<file path="src/rtl/vga_timing_gen.sv">
// VGA raster timing generator: IDLE/RUN/DRAIN scan control, a registered pixel request stream,
// and HS/VS/blank outputs delayed PIX_LAT cycles to line up with a fixed-latency colour pipeline.
module vga_timing_gen #(
  parameter int   H_ACT   = 640,
  parameter int   H_FRONT = 16,
  parameter int   H_SYNC  = 96,
  parameter int   H_BACK  = 48,
  parameter int   V_ACT   = 480,
  parameter int   V_FRONT = 10,
  parameter int   V_SYNC  = 2,
  parameter int   V_BACK  = 33,
  parameter logic HS_POL  = 1'b0,
  parameter logic VS_POL  = 1'b0,
  parameter int   PIX_LAT = 2,
  parameter int   CW      = 11
) (
  input  logic          i_clk,
  input  logic          i_rst_n,
  input  logic          i_start,
  input  logic          i_stop,
  input  logic          i_abort,
  output logic          o_req_valid,
  output logic [CW-1:0] o_req_x,
  output logic [CW-1:0] o_req_y,
  output logic          o_VGA_HS,
  output logic          o_VGA_VS,
  output logic          o_VGA_blank,
  output logic          o_frame_start,
  output logic          o_busy
);

  localparam int H_TOTAL = H_SYNC + H_BACK + H_ACT + H_FRONT;
  localparam int V_TOTAL = V_SYNC + V_BACK + V_ACT + V_FRONT;

  localparam logic [CW-1:0] H_LAST    = CW'(H_TOTAL - 1);
  localparam logic [CW-1:0] V_LAST    = CW'(V_TOTAL - 1);
  localparam logic [CW-1:0] H_SYNC_W  = CW'(H_SYNC);
  localparam logic [CW-1:0] V_SYNC_W  = CW'(V_SYNC);
  localparam logic [CW-1:0] H_ACT_BEG = CW'(H_SYNC + H_BACK);
  localparam logic [CW-1:0] H_ACT_END = CW'(H_SYNC + H_BACK + H_ACT - 1);
  localparam logic [CW-1:0] V_ACT_BEG = CW'(V_SYNC + V_BACK);
  localparam logic [CW-1:0] V_ACT_END = CW'(V_SYNC + V_BACK + V_ACT - 1);

  typedef enum logic [1:0] {IDLE, RUN, DRAIN} state_t;

  state_t        state, state_nxt;
  logic [CW-1:0] cx, cy, cx_nxt, cy_nxt;
  logic          scanning, active;
  logic          hs_q, vs_q, blank_q;

  assign scanning = (state != IDLE);
  assign active   = scanning && (cx >= H_ACT_BEG) && (cx <= H_ACT_END)
                             && (cy >= V_ACT_BEG) && (cy <= V_ACT_END);

  // Abort overrides everything; a start while draining cancels the pending stop.
  always_comb begin
    state_nxt = state;
    cx_nxt    = cx;
    cy_nxt    = cy;
    if (scanning) begin
      if (cx == H_LAST) begin
        cx_nxt = '0;
        cy_nxt = (cy == V_LAST) ? '0 : cy + CW'(1);
      end else begin
        cx_nxt = cx + CW'(1);
      end
    end
    case (state)
      IDLE:    if (i_start) state_nxt = RUN;
      RUN:     if (i_stop) state_nxt = DRAIN;
      DRAIN: begin
        if (i_start)                           state_nxt = RUN;
        else if (cx == H_LAST && cy == V_LAST) state_nxt = IDLE;
      end
      default: state_nxt = IDLE;
    endcase
    if (i_abort) begin
      state_nxt = IDLE;
      cx_nxt    = '0;
      cy_nxt    = '0;
    end
  end

  always_ff @(posedge i_clk) begin
    if (!i_rst_n) begin
      state         <= IDLE;
      cx            <= '0;
      cy            <= '0;
      o_busy        <= 1'b0;
      o_req_valid   <= 1'b0;
      o_req_x       <= '0;
      o_req_y       <= '0;
      o_frame_start <= 1'b0;
      hs_q          <= ~HS_POL;
      vs_q          <= ~VS_POL;
      blank_q       <= 1'b0;
    end else begin
      state         <= state_nxt;
      cx            <= cx_nxt;
      cy            <= cy_nxt;
      o_busy        <= (state_nxt != IDLE);
      o_req_valid   <= active;
      o_req_x       <= active ? cx - H_ACT_BEG : '0;
      o_req_y       <= active ? cy - V_ACT_BEG : '0;
      o_frame_start <= active && (cx == H_ACT_BEG) && (cy == V_ACT_BEG);
      hs_q          <= (scanning && cx < H_SYNC_W) ? HS_POL : ~HS_POL;
      vs_q          <= (scanning && cy < V_SYNC_W) ? VS_POL : ~VS_POL;
      blank_q       <= active;
    end
  end

  generate
    if (PIX_LAT == 0) begin : g_no_delay
      assign o_VGA_HS    = hs_q;
      assign o_VGA_VS    = vs_q;
      assign o_VGA_blank = blank_q;
    end else begin : g_delay
      logic [PIX_LAT-1:0] hs_dl, vs_dl, blank_dl;

      always_ff @(posedge i_clk) begin
        if (!i_rst_n) begin
          hs_dl    <= {PIX_LAT{~HS_POL}};
          vs_dl    <= {PIX_LAT{~VS_POL}};
          blank_dl <= '0;
        end else begin
          hs_dl[0]    <= hs_q;
          vs_dl[0]    <= vs_q;
          blank_dl[0] <= blank_q;
          for (int i = 1; i < PIX_LAT; i++) begin
            hs_dl[i]    <= hs_dl[i-1];
            vs_dl[i]    <= vs_dl[i-1];
            blank_dl[i] <= blank_dl[i-1];
          end
        end
      end

      assign o_VGA_HS    = hs_dl[PIX_LAT-1];
      assign o_VGA_VS    = vs_dl[PIX_LAT-1];
      assign o_VGA_blank = blank_dl[PIX_LAT-1];
    end
  endgenerate

endmodule
</file>
<file path="config.mk">
export PLATFORM = sky130hd
export DESIGN_NAME = vga_timing_gen
export DESIGN_NICKNAME = d
export VERILOG_FILES = /design/src/rtl/vga_timing_gen.sv
export SDC_FILE = /design/constraint.sdc
export NUM_CORES = 1
export LEC_CHECK = 0
export ABC_CLOCK_PERIOD_IN_PS = 3700
export BUFFER_PORTS_ARGS = -buffer_cell sky130_fd_sc_hd__buf_4
export CAP_MARGIN = 10
export CORE_UTILIZATION = 45
export DETAILED_ROUTE_END_ITERATION = 6
export HOLD_SLACK_MARGIN = 0.12
export MAX_ROUTING_LAYER = met4
export PLACE_DENSITY = 0.66
export SLEW_MARGIN = 30
export SYNTH_ARGS = -nofsm -noshare
export SYNTH_HDL_FRONTEND = slang
export SYNTH_SLANG_ARGS = --single-unit
</file>
<file path="constraint.sdc">
create_clock -name i_clk -period 3.7 [get_ports i_clk]
set_input_delay 0.74 -clock i_clk [delete_from_list [all_inputs] [get_ports i_clk]]
set_output_delay 0.74 -clock i_clk [all_outputs]
set_load 0.01 [all_outputs]
</file>
==> flow_metrics.tcl, run 1 <==
set metrics [dict create \
    outcome "complete, no violations" \
    grt_max_degree 25 \
    slew-limit-headroom 0.507 \
    drt-pass1-iter-count 4 \
    clk_latency_ps 340 \
    cts_sinks 57 \
    slew_viol_final 0 \
    syn_to_final_growth_pct 15.7 \
    p_int_w 0.000976 \
    path_max_fanout 16 \
    netlist_top_cells_area "dfxtp_1 (43%), xnor2_1 (6.2%), nor3_1 (4.1%), ha_1 (3.7%), nand2_1 (2.8%)" \
    yosysSeqAreaShare 0.427 \
    drc 0 \
    core_mm2 0.00561 \
    synth_top_cell_area_share 0.427 \
    syn_avg_cell_area_um2 9.19 \
    drtIter0Drc 158 \
    synth_edf_count 0 \
    critPathTopFamily "simple AND/OR/NAND/NOR gates" \
    cts_buffers 9 \
    wire_per_inst_um 13.7 \
    grt_pass1_vias 2000 \
    critPathRequiredTime_ps 3930 \
    die-area_mm2 0.00625 \
    cp.buffers_inverters 1 \
    timing.fmax_mhz 447 \
    io_pins 33 \
    h-tree-depth 3 \
    cp-start-kind "flop" \
    power_w 0.00122 \
    vias 2085 \
    syn-num-nets 304 \
    met3_length_um 250 \
    top_layer "met4" \
    ys_types 53 \
    yosysTopAreaCell "dfxtp_1" \
    syn_inst 291 \
    clock_skew_ps 10.1 \
    cpPeakStageDelay_ps 480 \
    critPathKind "reg2reg" \
    tns_ps 0 \
    swShare 0.202 \
    start_util 0.477 \
    leakagePower_nw 1.20 \
    cts_max_path_buffers 2 \
    io_buffers 32 \
    antenna_found_initial 0 \
    wl_met2_um 2240 \
    grt_pass1_wl_um 9440 \
    routed_wl_um 5340 \
    synth_most_common_cell "dfxtp_1" \
    peakVddDrop_uv 176 \
    die_w_um 79.1 \
    fin_nets 327 \
    finalSetupViolCount 0 \
    postCtsHoldBufs 0 \
    cts_root_buffer "clkbuf_8" \
    synth.cell_area_mm2 0.00267 \
    die_y_um 79.1 \
    synth_seq_cells 57 \
    ys_warn_count 0 \
    synthFlopType "dfxtp_1" \
    clkTransAtPathRegs_ps 60 \
    fin_crit_sh 0.604 \
    critical_path.cell_chain "or3_1, o41ai_2, o211ai_2, buf_4, nor4_1" \
    worst_pin_slew_ps 740 \
    post_cts_buffers 0 \
    hpwlAfterDp_um 3690 \
    arrival_ps 2460 \
    antenna_cells 0 \
    switchingPower_w 0.000247 \
    end_kind "flop" \
    grtUsageTotal 0.202 \
    p_clk_frac 0.478 \
    async_reset_ff_frac 0 \
    fp-row-count 27 \
    cts_tree "done" \
    min_path_type "reg2reg" \
    netlist_top_cells_count "dfxtp_1 (57), nor3_1 (22), nand2_1 (20)" \
    drv_cap 0 \
    power.density_mw_per_mm2 395 \
    route.antenna.remaining_nets 0 \
    grt_remaining_overflow 0 \
    ctsResizeCount 0 \
    finalCriticalPeriod_ps 2230 \
    wl_met1_um 2740 \
    viasPerCell 5.33 \
    grt_setup_unrepaired "false" \
    final-hold-violation-count 0 \
    cpMaxStageDelayCell "dfxtp_1" \
    gp_congestion 0.837 \
    drive_gt1_frac 0.194 \
    combPwrFrac 0.016 \
    power_frac_seq 0.506 \
]
flip-flops by register name, summed over array words and instances (netlist names), 2 cells and up:
signal	count
cx	11
cy	11
o_req_x	11
o_req_y	11
g_delay.blank_dl	2
g_delay.hs_dl	2
g_delay.vs_dl	2
state	2
worst register-to-register path, stage by stage (launching register included):
cell	delay, ps
dfxtp_1	480
or3_1	460
o41ai_2	360
o211ai_2	260
buf_4	280
nor4_1	290
power groups by stage:
stage	logic, W	clock network [W]	registers (W)
2_1_floorplan	0.0000113	0	0.000632
3_3_place_gp	0.0000190	0	0.000633
3_5_place_dp	0.0000190	0	0.000633
4_1_cts	0.0000191	0.000598	0.000619
5_1_grt	0.0000216	0.000628	0.000619
6_report	0.0000190	0.000585	0.000619
layer usage:
layer | vias to the layer above | global-route usage
met2 | 61 | 0.283
li1 | 1078 | -
met5 | - | -
met3 | 10 | 0.0345
met1 | 936 | 0.269
met4 | 0 | 0.127
area by class of cell:
cell class | count | area, µm²
fill | 534 | 2510
multi-input combinational | 201 | 1360
sequential | 57 | 1140
timing repair buffer | 33 | 248
clock buffer | 15 | 206
tap | 72 | 90.1
inverter | 12 | 45.0
clock inverter | 1 | 5.00
placed cells by master (no fill, tap or decap), types with 2 or more instances in the layout:
cell / Yosys / final
dfxtp_1: 57 / 57
buf_4: 1 / 33
nor3_1: 22 / 22
nand2_1: 20 / 20
xnor2_1: 19 / 19
nor2_1: 18 / 18
clkbuf_8: 0 / 15
inv_1: 12 / 12
a21oi_1: 12 / 12
nand2b_1: 10 / 10
nand4_1: 9 / 9
ha_1: 8 / 8
and2_1: 6 / 6
nor4_1: 5 / 5
o21ai_0: 5 / 5
nor2b_1: 5 / 5
xor2_1: 5 / 5
nand3_1: 5 / 5
and4_1: 4 / 4
or3_1: 3 / 3
nor3_2: 3 / 3
and3_1: 3 / 3
a31oi_1: 3 / 3
a311oi_1: 3 / 3
a2111o_1: 2 / 2
or2_2: 2 / 2
nand4b_1: 2 / 2
or4_1: 2 / 2
o31ai_1: 2 / 2
o22ai_1: 2 / 2
metrics by stage:
step                hold WS (ps)  area (µm²)  setup WS, ps  utilization  cells
finish                       403        3090          1470        0.552    391
global route                 436        3090          1270        0.552    391
CTS                          406        3090          1460        0.552    391
detailed placement           392        2880          1480        0.514    375
global placement             388        2880          1580        0.514    375
floorplan                    386        2670          1920            -    291
worst paths after layout:
check,startpoint,endpoint,slack (ps),cells after the start
min,g_delay.vs_dl[0],g_delay.vs_dl[1],400,1
max reg2reg,cy[2],o_frame_start,1470,5
max,cy[2],o_frame_start,1470,5
min reg2reg,g_delay.vs_dl[0],g_delay.vs_dl[1],400,1
cell families after synthesis:
| family | after synthesis | synth area share |
|---|---|---|
| simple gates | 126 | 0.267 |
| compound gates | 42 | 0.122 |
| flops | 57 | 0.427 |
| mux | 1 | 0.00374 |
| fa+ha+maj | 8 | 0.0374 |
| xor+xnor | 24 | 0.0786 |
| buf+inv | 33 | 0.0650 |
Power figures use the tool's default switching activity.
==> inputs of run 2 (changes only) <==
--- a/config.mk
+++ b/config.mk
@@ -5,7 +5,7 @@
 export SDC_FILE = /design/constraint.sdc
 export NUM_CORES = 1
 export LEC_CHECK = 0
-export ABC_CLOCK_PERIOD_IN_PS = 3700
+export ABC_CLOCK_PERIOD_IN_PS = 2250
 export BUFFER_PORTS_ARGS = -buffer_cell sky130_fd_sc_hd__buf_4
 export CAP_MARGIN = 10
 export CORE_UTILIZATION = 45
==> constraint.sdc (replaced) <==
create_clock -name i_clk -period 2.25 [get_ports i_clk]
set_input_delay 0.45 -clock i_clk [delete_from_list [all_inputs] [get_ports i_clk]]
set_output_delay 0.45 -clock i_clk [all_outputs]
set_load 0.01 [all_outputs]
==> flow_metrics.tcl, run 2 (same netlist as run 1, synthesis figures left out) <==
set metrics [dict create \
    outcome "complete, no violations" \
    end_kind "flop" \
    routed_wl_um 5580 \
    dpl_cell_area_mm2 0.00295 \
    drc 0 \
    die_y_um 79.1 \
    route.antenna.remaining_nets 0 \
    finalCriticalPeriod_ps 1950 \
    postCtsHoldBufs 0 \
    clk_latency_ps 340 \
    power.density_mw_per_mm2 633 \
    grt_pass1_wl_um 9590 \
    post_cts_buffers 0 \
    critPathRequiredTime_ps 2470 \
    grt_pass1_vias 1968 \
    cts_buffers 9 \
    grt_max_degree 17 \
    cp-start-kind "flop" \
    vias 2151 \
    grt_setup_unrepaired "false" \
    wire_per_inst_um 14.0 \
    core_mm2 0.00561 \
    grtUsageTotal 0.206 \
    start_util 0.477 \
    arrival_ps 2170 \
    finalSetupViolCount 0 \
    h-tree-depth 3 \
    viasPerCell 5.38 \
    fin_area_mm2 0.00314 \
    fp-row-count 27 \
    most-common-layout-cells "dfxtp_1 (57), buf_4 (42), nor3_1 (22), nand2_1 (20), xnor2_1 (19)" \
    cts_sinks 57 \
    leakagePower_nw 1.22 \
    slew_viol_final 0 \
    fill_cells 531 \
    path_max_fanout 9 \
    power_w 0.00199 \
    die-area_mm2 0.00625 \
    clock_skew_ps 8.89 \
    cts_root_buffer "clkbuf_8" \
    drive_gt1_frac 0.207 \
    layout_commonest_cell "dfxtp_1" \
    worst_pin_slew_ps 526 \
    die_w_um 79.1 \
    antenna_found_initial 0 \
    io_buffers 32 \
    antenna_cells 0 \
    gp_congestion 0.866 \
    fin_nets 336 \
    tns_ps 0 \
    cts_tree "done" \
    hold_ws_ps 304 \
    grt_remaining_overflow 0 \
    critPathKind "reg2reg" \
    ctsResizeCount 0 \
    min_path_type "in2reg" \
    drv_cap 0 \
    final-hold-violation-count 0 \
    clkTransAtPathRegs_ps 70 \
    drtIter0Drc 141 \
    syn_to_final_growth_pct 17.4 \
    fin_crit_sh 0.866 \
    io_pins 33 \
    slew-limit-headroom 0.649 \
    peakVddDrop_uv 372 \
    hpwlAfterDp_um 3880 \
    timing.fmax_mhz 513 \
    drt-pass1-iter-count 4 \
    cts_max_path_buffers 2 \
]
[run 2: changes by cell type in the layout (fill, tap and decap cells not counted), sizes merged]
| cell | previous run | this run |
|---|---|---|
| buf | 33 | 42 |
| bufinv | 0 | 1 |
| clkbuf | 15 | 13 |
| clkinv | 1 | 2 |
[run 2: path summary, 6_finish.rpt]
check / start / end / slack [ps] / depth (start not counted)
max: cy[1] / o_req_y[0] / 300 / 5
min: i_start / state[1] / 300 / 2
max reg2reg: cy[1] / o_req_y[0] / 300 / 5
min reg2reg: vs_q / g_delay.vs_dl[0] / 410 / 1
[run 2: cell type report]
type | instances | area (µm²) | area share
flip-flops and latches | 57 | 1140 | 0.363
clock buffers | 13 | 149 | 0.0474
inverters | 12 | 45.0 | 0.0143
multi-input cells | 201 | 1360 | 0.433
clock inverters | 3 | 40.0 | 0.0128
repair buffers | 42 | 315 | 0.100
well taps | 72 | 90.1 | 0.0287
[run 2: metrics by stage]
stage | util | setup WS, ps | instances
global placement | 0.526 | 328 | 384
global route | 0.560 | 127 | 400
finish | 0.560 | 302 | 400
floorplan | - | 475 | 291
detailed placement | 0.526 | 309 | 384
CTS | 0.560 | 288 | 400
[run 2: routing by layer]
| layer | track usage | share of wire | vias up |
|---|---|---|---|
| met3 | 0.0448 | 0.050 | 11 |
| li1 | - | - | 1098 |
| met1 | 0.281 | 0.51 | 987 |
| met5 | - | 0 | - |
| met4 | 0.100 | 0.021 | 0 |
| met2 | 0.286 | 0.42 | 55 |
[run 2: worst max-delay path, stage by stage (launching register included)]
cell and delay (ps):
dfxtp_1 400, a2111o_1 530, o21a_1 210, o211ai_2 360, buf_4 260, nor3_2 60
[run 2: report_power, final]
group	internal (W)	total, W	switching [W]
registers	0.00101	0.00102	0.00000417
clock network	0.000539	0.000933	0.000394
logic	0.0000150	0.0000345	0.0000194
total	0.00157	0.00199	0.000418
==> inputs of run 3 (changes only) <==
--- a/config.mk
+++ b/config.mk
@@ -5,9 +5,9 @@
 export SDC_FILE = /design/constraint.sdc
 export NUM_CORES = 1
 export LEC_CHECK = 0
-export ABC_CLOCK_PERIOD_IN_PS = 2250
 export BUFFER_PORTS_ARGS = -buffer_cell sky130_fd_sc_hd__buf_4
 export CAP_MARGIN = 10
+export CORE_MARGIN = 3
 export CORE_UTILIZATION = 45
 export DETAILED_ROUTE_END_ITERATION = 6
 export HOLD_SLACK_MARGIN = 0.12
==> flow_metrics.tcl, run 3 (same netlist as run 1, synthesis figures left out) <==
set metrics [dict create \
    outcome "complete, no violations" \
    grt_pass1_wl_um 9700 \
    worst_pin_slew_ps 573 \
    fill_cells 506 \
    routed_wl_um 5740 \
    drive_gt1_frac 0.220 \
    antenna_cells 0 \
    timing.fmax_mhz 509 \
    antenna_found_initial 0 \
    fp-row-count 27 \
    cts_tree "done" \
    tns_ps 0 \
    power.density_mw_per_mm2 639 \
    route.antenna.remaining_nets 0 \
    layout_commonest_cell "dfxtp_1" \
    cp-start-kind "flop" \
    drt-pass1-iter-count 4 \
    grt_max_degree 15 \
    rrSetupSlack_ps 280 \
    die_y_um 83.1 \
    hold-path-endpoint "state[1]" \
    gp_congestion 0.883 \
    fin_area_mm2 0.00319 \
    viasPerCell 5.27 \
    io_buffers 32 \
    clkTransAtPathRegs_ps 60 \
    hold_path_startpoint "i_start" \
    grt_setup_unrepaired "false" \
    ctsResizeCount 0 \
    drc 0 \
    min_path_type "in2reg" \
    finalSetupViolCount 0 \
    finalCriticalPeriod_ps 1970 \
    grt_remaining_overflow 0 \
    grtUsageTotal 0.179 \
    peakVddDrop_uv 337 \
    wire_per_inst_um 14.2 \
    cts_buffers 9 \
    worst_r2r_path_depth 5 \
    hpwlAfterDp_um 4080 \
    path_max_fanout 12 \
    reg2reg_from "cx[4]" \
    grt_pass1_vias 2036 \
    arrival_ps 2190 \
    r2r-end "o_req_y[3]" \
    syn_to_final_growth_pct 19.2 \
    worstHoldPathCells 2 \
    dpl_cell_area_mm2 0.00298 \
    slew_viol_final 0 \
    die_w_um 83.1 \
    critPathKind "reg2reg" \
    post_cts_buffers 0 \
    clk_latency_ps 340 \
    fin_nets 340 \
    cts_root_buffer "clkbuf_8" \
    start_util 0.474 \
    drtIter0Drc 113 \
    core_mm2 0.00564 \
    critPathRequiredTime_ps 2480 \
    cts_max_path_buffers 2 \
    most-common-layout-cells "dfxtp_1 (57), buf_4 (46), nor3_1 (22), nand2_1 (20), xnor2_1 (19)" \
    cts_sinks 57 \
    postCtsHoldBufs 0 \
    fin_crit_sh 0.874 \
    vias 2130 \
    end_kind "flop" \
    clock_skew_ps 6.56 \
    slew-limit-headroom 0.613 \
    leakagePower_nw 1.25 \
    h-tree-depth 3 \
    die-area_mm2 0.00690 \
    final-hold-violation-count 0 \
    drv_cap 0 \
    io_pins 33 \
]
==> run 3: cell types whose count changed in the layout (fill, tap and decap cells not counted) <==
cell | previous run | this run
buf_4 | 42 | 46
clkbuf_8 | 10 | 12
clkbuf_1 | 3 | 2
clkinv_2 | 2 | 1
==> run 3: critical path: stages, from the launching register on <==
cell and delay, ps:
dfxtp_1 390, or3_4 460, a2111o_1 460, o22ai_4 250, buf_4 230, nor3_1 70
==> run 3: cell type report <==
type | count | area, µm² | share of cell area
multi-input cells | 201 | 1360 | 0.426
clock inverters | 2 | 35.0 | 0.0110
flip-flops and latches | 57 | 1140 | 0.358
repair buffers | 46 | 345 | 0.108
clock buffers | 14 | 173 | 0.0542
well taps | 72 | 90.1 | 0.0283
inverters | 12 | 45.0 | 0.0141
==> run 3: per-layer routing <==
metal  up-vias  global-route usage  share of wire
met4         0              0.0996          0.013
met3         6              0.0486          0.057
met5         -                   -              0
met1       957               0.238           0.51
met2        66               0.245           0.42
li1       1101                   -              -
==> run 3: how the worst max path moves through the flow <==
stage | from | to | slack [ps] | depth (start not counted)
floorplan | cx[4] | o_req_x[4] | 470 | 5
global placement | cx[4] | o_req_y[5] | 320 | 5
detailed placement | cx[4] | o_req_y[3] | 290 | 5
CTS | cx[4] | o_req_y[3] | 280 | 5
global route | cx[1] | cy[9] | 110 | 5
finish | cx[4] | o_req_y[3] | 280 | 5
==> run 3: stage by stage <==
step	utilization	hold slack, ps	instances	power (W)	setup slack (ps)
3_5_place_dp	0.528	392	388	0.00108	285
5_1_grt	0.565	309	404	0.00210	107
6_report	0.565	304	404	0.00204	284
2_1_floorplan	-	386	291	0.00106	475
4_1_cts	0.565	292	404	0.00206	277
3_3_place_gp	0.528	390	388	0.00108	319
==> run 3: where the power goes <==
group / switching [W] / leakage (nW) / internal, W / total [W]
Combinational: 0.0000218 / 0.687 / 0.0000161 / 0.0000379
Sequential: 0.00000214 / 0.460 / 0.00101 / 0.00102
Clock: 0.000381 / 0.107 / 0.000601 / 0.000982
